## src/rtl/order_arbiter.sv

```systemverilog
`default_nettype none
// ============================================================================
// order_arbiter: round-robin order arbiter, registered output, token-bucket throttle
// Revision 1.0
// ============================================================================
module order_arbiter #(
  parameter int NUM_REQ       = 4,
  parameter int ORDER_WIDTH   = 128,
  parameter int TOKEN_MAX     = 16,
  parameter int REFILL_PERIOD = 1000
) (
  input  logic                           clk,
  input  logic                           reset_n,
  input  logic [NUM_REQ-1:0]             req_valid,
  input  logic [NUM_REQ*ORDER_WIDTH-1:0] req_data,
  output logic [NUM_REQ-1:0]             req_ready,
  output logic                           out_valid,
  output logic [ORDER_WIDTH-1:0]         out_data,
  output logic [$clog2(NUM_REQ)-1:0]     out_src,
  input  logic                           out_ready,
  input  logic                           throttle_en,
  output logic [7:0]                     tokens,
  output logic [31:0]                    throttled_cnt
);

  localparam int                SRC_W       = $clog2(NUM_REQ);
  localparam int                CNT_W       = $clog2(REFILL_PERIOD);
  localparam logic [7:0]        TOKEN_FULL  = 8'(TOKEN_MAX);
  localparam logic [CNT_W-1:0]  REFILL_LAST = CNT_W'(REFILL_PERIOD - 1);
  localparam logic [SRC_W-1:0]  SRC_LAST    = SRC_W'(NUM_REQ - 1);
  localparam logic [SRC_W:0]    SRC_COUNT   = (SRC_W + 1)'(NUM_REQ);

  typedef enum logic [0:0] {EMPTY = 1'b0, FULL = 1'b1} state_t;

  state_t                 state, state_next;
  logic [SRC_W-1:0]       rr_ptr;
  logic [SRC_W-1:0]       win_idx;
  logic [ORDER_WIDTH-1:0] win_data;
  logic [NUM_REQ-1:0]     rot_req;
  logic [SRC_W:0]         win_sum;
  logic [CNT_W-1:0]       refill_cnt;
  logic                   win_found;
  logic                   stage_free;
  logic                   any_req;
  logic                   token_ok;
  logic                   grant;
  logic                   refill_evt;
  logic                   consume;

  // Rotate so that bit 0 is the requester at rr_ptr, then take the first set bit.
  always_comb begin
    win_found = 1'b0;
    win_idx   = '0;
    win_sum   = '0;
    rot_req   = NUM_REQ'({req_valid, req_valid} >> rr_ptr);
    for (int k = 0; k < NUM_REQ; k++) begin
      if (!win_found && rot_req[k]) begin
        win_found = 1'b1;
        win_sum   = {1'b0, rr_ptr} + (SRC_W + 1)'(k);
        if (win_sum >= SRC_COUNT) begin
          win_sum = win_sum - SRC_COUNT;
        end
        win_idx = win_sum[SRC_W-1:0];
      end
    end
  end

  always_comb begin
    win_data = '0;
    for (int k = 0; k < NUM_REQ; k++) begin
      if (win_idx == SRC_W'(k)) begin
        win_data = req_data[k*ORDER_WIDTH +: ORDER_WIDTH];
      end
    end
  end

  assign stage_free = (state == EMPTY) || out_ready;
  assign any_req    = |req_valid;
  assign token_ok   = !throttle_en || (tokens != 8'd0);
  assign grant      = reset_n && stage_free && any_req && token_ok;
  assign refill_evt = (refill_cnt == REFILL_LAST);
  assign consume    = grant && throttle_en;
  assign out_valid  = (state == FULL);

  always_comb begin
    req_ready = '0;
    if (grant) begin
      req_ready[win_idx] = 1'b1;
    end
  end

  always_ff @(posedge clk or negedge reset_n) begin
    if (!reset_n) begin
      state <= EMPTY;
    end else begin
      state <= state_next;
    end
  end

  always_comb begin
    state_next = state;
    case (state)
      EMPTY:   if (grant) state_next = FULL;
      FULL:    if (!grant && out_ready) state_next = EMPTY;
      default: state_next = EMPTY;
    endcase
  end

  always_ff @(posedge clk or negedge reset_n) begin
    if (!reset_n) begin
      out_data <= '0;
      out_src  <= '0;
      rr_ptr   <= '0;
    end else if (grant) begin
      out_data <= win_data;
      out_src  <= win_idx;
      rr_ptr   <= (win_idx == SRC_LAST) ? '0 : win_idx + 1'b1;
    end
  end

  // A refill and a throttled grant in the same cycle cancel out.
  always_ff @(posedge clk or negedge reset_n) begin
    if (!reset_n) begin
      refill_cnt    <= '0;
      tokens        <= TOKEN_FULL;
      throttled_cnt <= '0;
    end else begin
      refill_cnt <= refill_evt ? '0 : refill_cnt + 1'b1;
      if (refill_evt && !consume) begin
        if (tokens != TOKEN_FULL) begin
          tokens <= tokens + 8'd1;
        end
      end else if (consume && !refill_evt) begin
        tokens <= tokens - 8'd1;
      end
      if (throttle_en && (tokens == 8'd0) && stage_free && any_req &&
          (throttled_cnt != 32'hFFFF_FFFF)) begin
        throttled_cnt <= throttled_cnt + 32'd1;
      end
    end
  end

endmodule
`default_nettype wire

```

## config.mk

```make
export PLATFORM = sky130hd
export DESIGN_NAME = order_arbiter
export DESIGN_NICKNAME = d
export VERILOG_FILES = /design/src/rtl/order_arbiter.sv
export SDC_FILE = /design/constraint.sdc
export NUM_CORES = 1
export LEC_CHECK = 0
export CAP_MARGIN = 40
export CORE_AREA = 3 3 269 271
export CTS_CLUSTER_SIZE = 20
export DETAILED_ROUTE_END_ITERATION = 8
export DIE_AREA = 0 0 272 274
export SLEW_MARGIN = 20
export SYNTH_ARGS = -nofsm -noshare
export SYNTH_HDL_FRONTEND = slang
export SYNTH_SLANG_ARGS = --single-unit
```

## constraint.sdc

```tcl
create_clock -name clk -period 5.7 [get_ports clk]
set_input_delay 1.71 -clock clk [delete_from_list [all_inputs] [get_ports clk]]
set_output_delay 1.71 -clock clk [all_outputs]
set_load 0.01 [all_outputs]
```

==> impl_metrics.py, run 1 <==
metrics = {
    "cts": {
        "htreeDepth": 4,
        "clkTransAtPathRegs_ns": 0.07,
        "insertion_delay_ns": 0.48,
        "clock_tree.root_cell": "clkbuf_16",
        "clock-sinks": 183,
        "cts-resized-gates": 0,
        "numCtsBuffers": 17,
        "cts.path.max_buffers": 2,
        "cts_hold_buf": 0,
        "post-cts-setup-buffers": 0,
        "cts_tree": "done",
    },
    "power_and_ir_drop": {
        "switching_power_uw": 3208,
        "power_density_nw_per_um2": 401.0,
        "p_int_uw": 4567,
        "pwr-share-clk_pct": 16.3,
        "swShare_pct": 41.26,
        "pwr-share-seq_pct": 27.1,
        "cellLeakagePower_uw": 0.007397,
        "ir_drop_uv": 502.0,
        "share_comb_of_total_power_pct": 56.6,
    },
    "finish": {
        "final_cells": 2887,
        "drive_gt1_share_pct": 4.334,
        "fin_util_pct": 27.69,
        "nNetsFinal": 2459,
        "area_growth_pct": 81.31,
        "fillers": 7498,
        "design_area_um2": 19390,
    },
    "yosys": {
        "synthesis.area_um2": 10700,
        "synthFlopType": "dfrtp_1",
        "yosys_warnings": 0,
        "yosys.area.top_type": "dfrtp_1",
        "synth_area_leaders": "dfrtp_1 43%, a221oi_1 10%, a21oi_1 6.4%",
        "synth_edf_count": 0,
        "synth_common_cells": "182 x dfrtp_1, 147 x nand2_1, 147 x nor2_1",
        "synth_area_per_cell_um2": 8.227,
        "synth_seq_cells": 183,
        "synth_top_cell_area_share_pct": 42.58,
        "synth_nets": 1834,
        "synth.most_common_cell": "dfrtp_1",
        "synth.distinct_cells": 50,
        "async_reset_ff_share_pct": 100.0,
        "synth_cells": 1300,
        "yosysSeqAreaShare_pct": 42.83,
    },
    "route": {
        "wl_per_cell_um": 18.93,
        "vias": 12457,
        "drc": 0,
        "drt-initial-drc-count": 596,
        "ant_nets": 0,
        "drt-pass1-iter-count": 5,
        "vias_per_cell": 4.315,
        "wirelength_mm": 54.64,
    },
    "timing": {
        "rsz0062_at_grt": "false",
        "hold_violations": 0,
        "finalSetupTns_ns": 0,
        "report.final.slew_viol_count": 0,
        "finClkSkew_ns": 0.02386,
        "fin_crit_ns": 5.543,
        "worst_pin_slew_ns": 1.012,
        "timing.hold.ws_ns": 0.4795,
        "finalSetupViolCount": 0,
        "fin_crit_sh_pct": 97.25,
        "fmax_mhz": 180.4,
        "slew_headroom_pct": 32.51,
    },
    "grt": {
        "antenna_found_initial": 12,
        "grt_pass1_wl_mm": 79.26,
        "grt_overflow": 0,
        "grt_start_max_net_pins": 134,
        "first_global_vias": 12168,
        "gr-usage-all-layers_pct": 14.08,
    },
    "die": {
        "fp.dieW_um": 272,
        "die-area_um2": 74530,
        "die_h_um": 274,
        "ios": 695,
        "coreArea_um2": 70030,
        "row_count": 97,
        "initial_core_util_pct": 15.27,
    },
    "worst_setup_path": {
        "r2r_slack_ns": 2.23,
        "critPathSlowestCell": "clkdlybuf4s50_1",
        "cp_max_fo": 5,
        "cp_cell_sequence": "clkdlybuf4s50_1 > nand2_1 > and3_1 > a311o_1 > inv_1 > ha_4 > inv_1 > nor2_1 > clkdlybuf4s50_1",
        "worstPathRequired_ns": 3.99,
        "crit_path_start_kind": "primary input",
        "end_kind": "output pin",
        "critPathKind": "in -> out",
        "r2r-end": "out_data[38]",
        "cp_slowest_stage_delay_ns": 0.55,
        "cp_data_arrival_time_ns": 3.83,
        "rr_worst_depth": 10,
        "r2r-start": "rr_ptr[1]",
    },
    "hold_path": {
        "hold_depth": 2,
        "holdCritStartpoint": "out_data[1]",
        "hold_path.class": "reg -> reg",
        "hold_path_end": "out_data[1]",
    },
    "placement": {
        "port_buffers": 694,
        "hpwl_mm": 41.30,
        "place_inst": 2842,
        "globalplace.congestion": 0.8476,
        "placed_area_um2": 18700,
    },
    "job": {
        "cap_violations": 0,
    },
    "status": {
        "status": "complete, no violations",
    },
}
## per-stage QoR
step	power, uW	setup WS [ns]
floorplan	4271	0.5671
finish	7775	0.1570
CTS	7894	0.1505
global placement	6517	0.1114
detailed placement	6553	0.1640
global route	8381	0.06653
## routing by layer
layer  global-route usage (%)  wire length [um]  vias up
li1                         -                 -     6015
met1                    17.19             22630     5891
met2                    22.74             26270      496
met3                    4.988              4524       51
met4                    5.323              1189        4
met5                        0                27        -
## layout make-up
| type | count | area, um2 | area share (%) |
|---|---|---|---|
| inverters | 16 | 62.56 | 0.3226 |
| multi-input cells | 984 | 5654 | 29.16 |
| diodes | 9 | 22.52 | 0.1161 |
| well taps | 940 | 1176 | 6.065 |
| flip-flops and latches | 183 | 4581 | 23.62 |
| clock inverters | 11 | 136.4 | 0.7033 |
| repair buffers | 723 | 7298 | 37.64 |
| clock buffers | 21 | 460.4 | 2.375 |
## kinds of logic after synthesis
kind of cell | synth area share (%)
AOI/OAI and AO/OA | 24.15
xor gates and xnor gates | 3.439
adders and majority gates | 1.708
buffers and inverters | 4.890
DFF | 42.83
muxes | 1.123
and+or+nand+nor | 21.86
## worst max path at each step
stage | from | endpoint | slack [ns]
after floorplan | req_valid[3] | req_ready[1] | 0.57
after global placement | req_valid[3] | req_ready[1] | 0.11
after detailed placement | req_valid[3] | req_ready[1] | 0.16
after CTS | req_valid[3] | req_ready[1] | 0.15
after global routing | req_valid[3] | req_ready[1] | 0.07
final | req_valid[3] | req_ready[1] | 0.16
## cell usage in the layout, fill, tap and decap left out, types with 2 or more instances in the layout
cell	instances
or4_1	3
clkbuf_1	2
clkdlybuf4s50_1	692
and2b_1	2
a31oi_1	2
inv_6	3
inv_1	15
xnor2_1	30
bufinv_16	2
o21ai_0	122
and4_1	4
a221oi_1	127
ha_4	3
nor2_1	147
xor2_1	12
nand4b_1	5
mux2i_1	3
nand3_1	20
buf_4	19
nor4_2	2
buf_12	6
nor4_4	3
nor3_1	133
a21oi_1	136
dfrtp_1	182
diode_2	9
and3_1	8
and2_1	5
ha_1	10
o21ai_1	10
nor4_1	4
mux2_2	8
clkbuf_16	17
a21o_1	2
clkbuf_8	3
clkinv_4	3
nand2b_1	3
nand2_1	147
buf_16	3
nand4_1	14
## state kept, by name (all words and copies together) (netlist names)
name           count
throttled_cnt     32
rr_ptr             2
out_src            2
out_data         128
tokens             8
refill_cnt        10
out_valid          1
## power groups by stage
stage                     clock (uW)  combinational (uW)  sequential [uW]
after floorplan                    0                1960             2320
after global placement             0                4400             2110
after detailed placement           0                4430             2130
after CTS                       1340                4440             2110
after global routing            1380                4830             2170
final                           1270                4400             2110
## worst max-delay path: cells and delay by family
| family | cells | cell delay (ns) |
|---|---|---|
| simple gates | 3 | 0.33 |
| fa+ha+maj | 1 | 0.17 |
| compound gates | 1 | 0.33 |
| buf+inv | 4 | 1.30 |
(Power assumes the default switching activity.)
==> run 2, diff against run 1 <==
--- a/config.mk
+++ b/config.mk
@@ -6,10 +6,10 @@
 export NUM_CORES = 1
 export LEC_CHECK = 0
 export CAP_MARGIN = 40
-export CORE_AREA = 3 3 269 271
+export CORE_AREA = 3 3 267 269
 export CTS_CLUSTER_SIZE = 20
 export DETAILED_ROUTE_END_ITERATION = 8
-export DIE_AREA = 0 0 272 274
+export DIE_AREA = 0 0 270 272
 export SLEW_MARGIN = 20
 export SYNTH_ARGS = -nofsm -noshare
 export SYNTH_HDL_FRONTEND = slang
==> constraint.sdc (replaced) <==
create_clock -name clk -period 6.65 [get_ports clk]
set_input_delay 1.995 -clock clk [delete_from_list [all_inputs] [get_ports clk]]
set_output_delay 1.995 -clock clk [all_outputs]
set_load 0.01 [all_outputs]
==> impl_metrics.py, run 2 (synthesized netlist as in run 1, its figures left out) <==
metrics = {
    "status": {
        "status": "complete, no violations",
    },
    "finish": {
        "drive_gt1_share_pct": 4.384,
        "fillers": 7382,
        "largest_reg_flops": 128,
        "design_area_um2": 19380,
        "reg_top3": "out_data: 128 flops, throttled_cnt: 32 flops, refill_cnt: 10 flops",
        "area_growth_pct": 81.24,
        "final_cell_mix": "693 x clkdlybuf4s50_1, 182 x dfrtp_1, 147 x nor2_1, 147 x nand2_1, 136 x a21oi_1",
        "layout_commonest_cell": "clkdlybuf4s50_1",
        "nNetsFinal": 2460,
        "largest-register": "out_data",
    },
    "cts": {
        "cts_tree": "done",
        "cts-resized-gates": 0,
        "htreeDepth": 4,
        "post-cts-setup-buffers": 0,
        "clock-sinks": 183,
        "clkTransAtPathRegs_ns": 0.07,
        "clock_tree.root_cell": "clkbuf_16",
        "insertion_delay_ns": 0.48,
        "numCtsBuffers": 17,
        "cts.path.max_buffers": 2,
        "cts_hold_buf": 0,
    },
    "timing": {
        "hold_violations": 0,
        "fin_crit_sh_pct": 94.00,
        "fmax_mhz": 160.0,
        "finalSetupTns_ns": 0,
        "report.final.slew_viol_count": 0,
        "fin_crit_ns": 6.251,
        "slew_headroom_pct": 46.47,
        "finClkSkew_ns": 0.01702,
        "worst_pin_slew_ns": 0.8030,
        "finalSetupViolCount": 0,
        "rsz0062_at_grt": "false",
    },
    "placement": {
        "hpwl_mm": 41.23,
        "port_buffers": 694,
        "placed_area_um2": 18650,
        "globalplace.congestion": 0.8488,
    },
    "route": {
        "drc": 0,
        "vias_per_cell": 4.334,
        "wirelength_mm": 54.91,
        "vias": 12465,
        "wl_per_cell_um": 19.09,
        "drt-pass1-iter-count": 6,
        "drt-initial-drc-count": 555,
        "ant_nets": 0,
    },
    "grt": {
        "grt_start_max_net_pins": 131,
        "antenna_found_initial": 12,
        "grt_overflow": 0,
        "grt_pass1_wl_mm": 80.60,
        "gr-usage-all-layers_pct": 14.42,
        "first_global_vias": 12432,
    },
    "power_and_ir_drop": {
        "ir_drop_uv": 271.7,
        "p_int_uw": 3850,
        "share_comb_of_total_power_pct": 57.0,
        "cellLeakagePower_uw": 0.007392,
        "switching_power_uw": 2805,
        "swShare_pct": 42.15,
        "power_density_nw_per_um2": 343.3,
        "pwr-share-seq_pct": 27.2,
        "pwr-share-clk_pct": 15.7,
    },
    "die": {
        "fp.dieW_um": 270,
        "row_count": 96,
        "initial_core_util_pct": 15.54,
        "ios": 695,
        "coreArea_um2": 68830,
        "die-area_um2": 73440,
        "die_h_um": 272,
    },
    "job": {
        "cap_violations": 0,
    },
    "worst_setup_path": {
        "worstPathRequired_ns": 4.66,
        "cp_data_arrival_time_ns": 4.26,
        "end_kind": "output pin",
        "crit_path_start_kind": "primary input",
        "cp_max_fo": 5,
        "critPathKind": "in -> out",
    },
    "hold_path": {
        "hold_path.class": "reg -> reg",
    },
}
==> run 2: changes by cell type in the layout (fill, tap and decap cells not counted), moves of 2 or more <==
cell | previous run | this run
clkinvlp_4 | 1 | 3
bufinv_16 | 2 | 0
diode_2 | 9 | 6
inv_8 | 1 | 4
clkinv_8 | 0 | 2
==> run 2: critical path, stage by stage <==
cell and delay [ns]:
clkdlybuf4s50_1 0.54, nand2_1 0.07, and3_1 0.18, a311o_1 0.40
inv_1 0.19, ha_4 0.16, inv_1 0.05, nor2_1 0.12
clkdlybuf4s50_1 0.55
==> run 2: final cells by class <==
cell class	instances	area [um2]	share of cell area [%]
sequential	183	4581	23.63
clock buffer	19	442.9	2.285
antenna	6	15.01	0.07746
tap	931	1165	6.010
multi-input combinational	984	5654	29.17
inverter	16	62.56	0.3227
timing repair buffer	724	7328	37.81
clock inverter	13	135.1	0.6971
==> run 2: path summary, 6_finish.rpt <==
| kind | startpoint | endpoint | slack [ns] | cells after the start |
|---|---|---|---|---|
| worst max register to register | rr_ptr[1] | out_data[99] | 3.16 | 12 |
| min in group asynchronous | reset_n | out_data[16] | 1.38 | 1 |
| max in group asynchronous | reset_n | out_data[73] | 4.04 | 5 |
| worst min-delay path | out_data[2] | out_data[2] | 0.48 | 2 |
| worst max-delay path | req_valid[3] | req_ready[3] | 0.40 | 9 |
| worst min register to register | out_data[2] | out_data[2] | 0.48 | 2 |
==> run 2: power groups by stage <==
stage | Combinational [uW] | Sequential (uW) | Clock [uW]
2_1_floorplan | 1680 | 1990 | 0
3_3_place_gp | 3780 | 1820 | 0
3_5_place_dp | 3810 | 1830 | 0
4_1_cts | 3820 | 1820 | 1100
5_1_grt | 4170 | 1880 | 1140
6_report | 3800 | 1810 | 1050
==> run 2: per-layer routing <==
metal / global-route usage, % / vias up / wire [um]
li1: - / 6027 / -
met1: 17.14 / 5893 / 22170
met2: 24.02 / 473 / 26940
met3: 5.329 / 64 / 4553
met4: 4.839 / 8 / 1188
met5: 0 / - / 55
==> run 2: through the flow <==
stage / cells / utilization, % / setup WS [ns] / hold WS [ns] / power [uW]
after detailed placement: 2832 / 27.10 / 0.4384 / 0.4684 / 5632
after global routing: 2874 / 28.16 / 0.3202 / 0.5016 / 7187
after floorplan: 1300 / - / 0.9471 / 0.4479 / 3661
after global placement: 2831 / 27.09 / 0.4029 / 0.4599 / 5607
final: 2876 / 28.16 / 0.3987 / 0.4760 / 6655
after CTS: 2864 / 27.94 / 0.4284 / 0.4863 / 6739
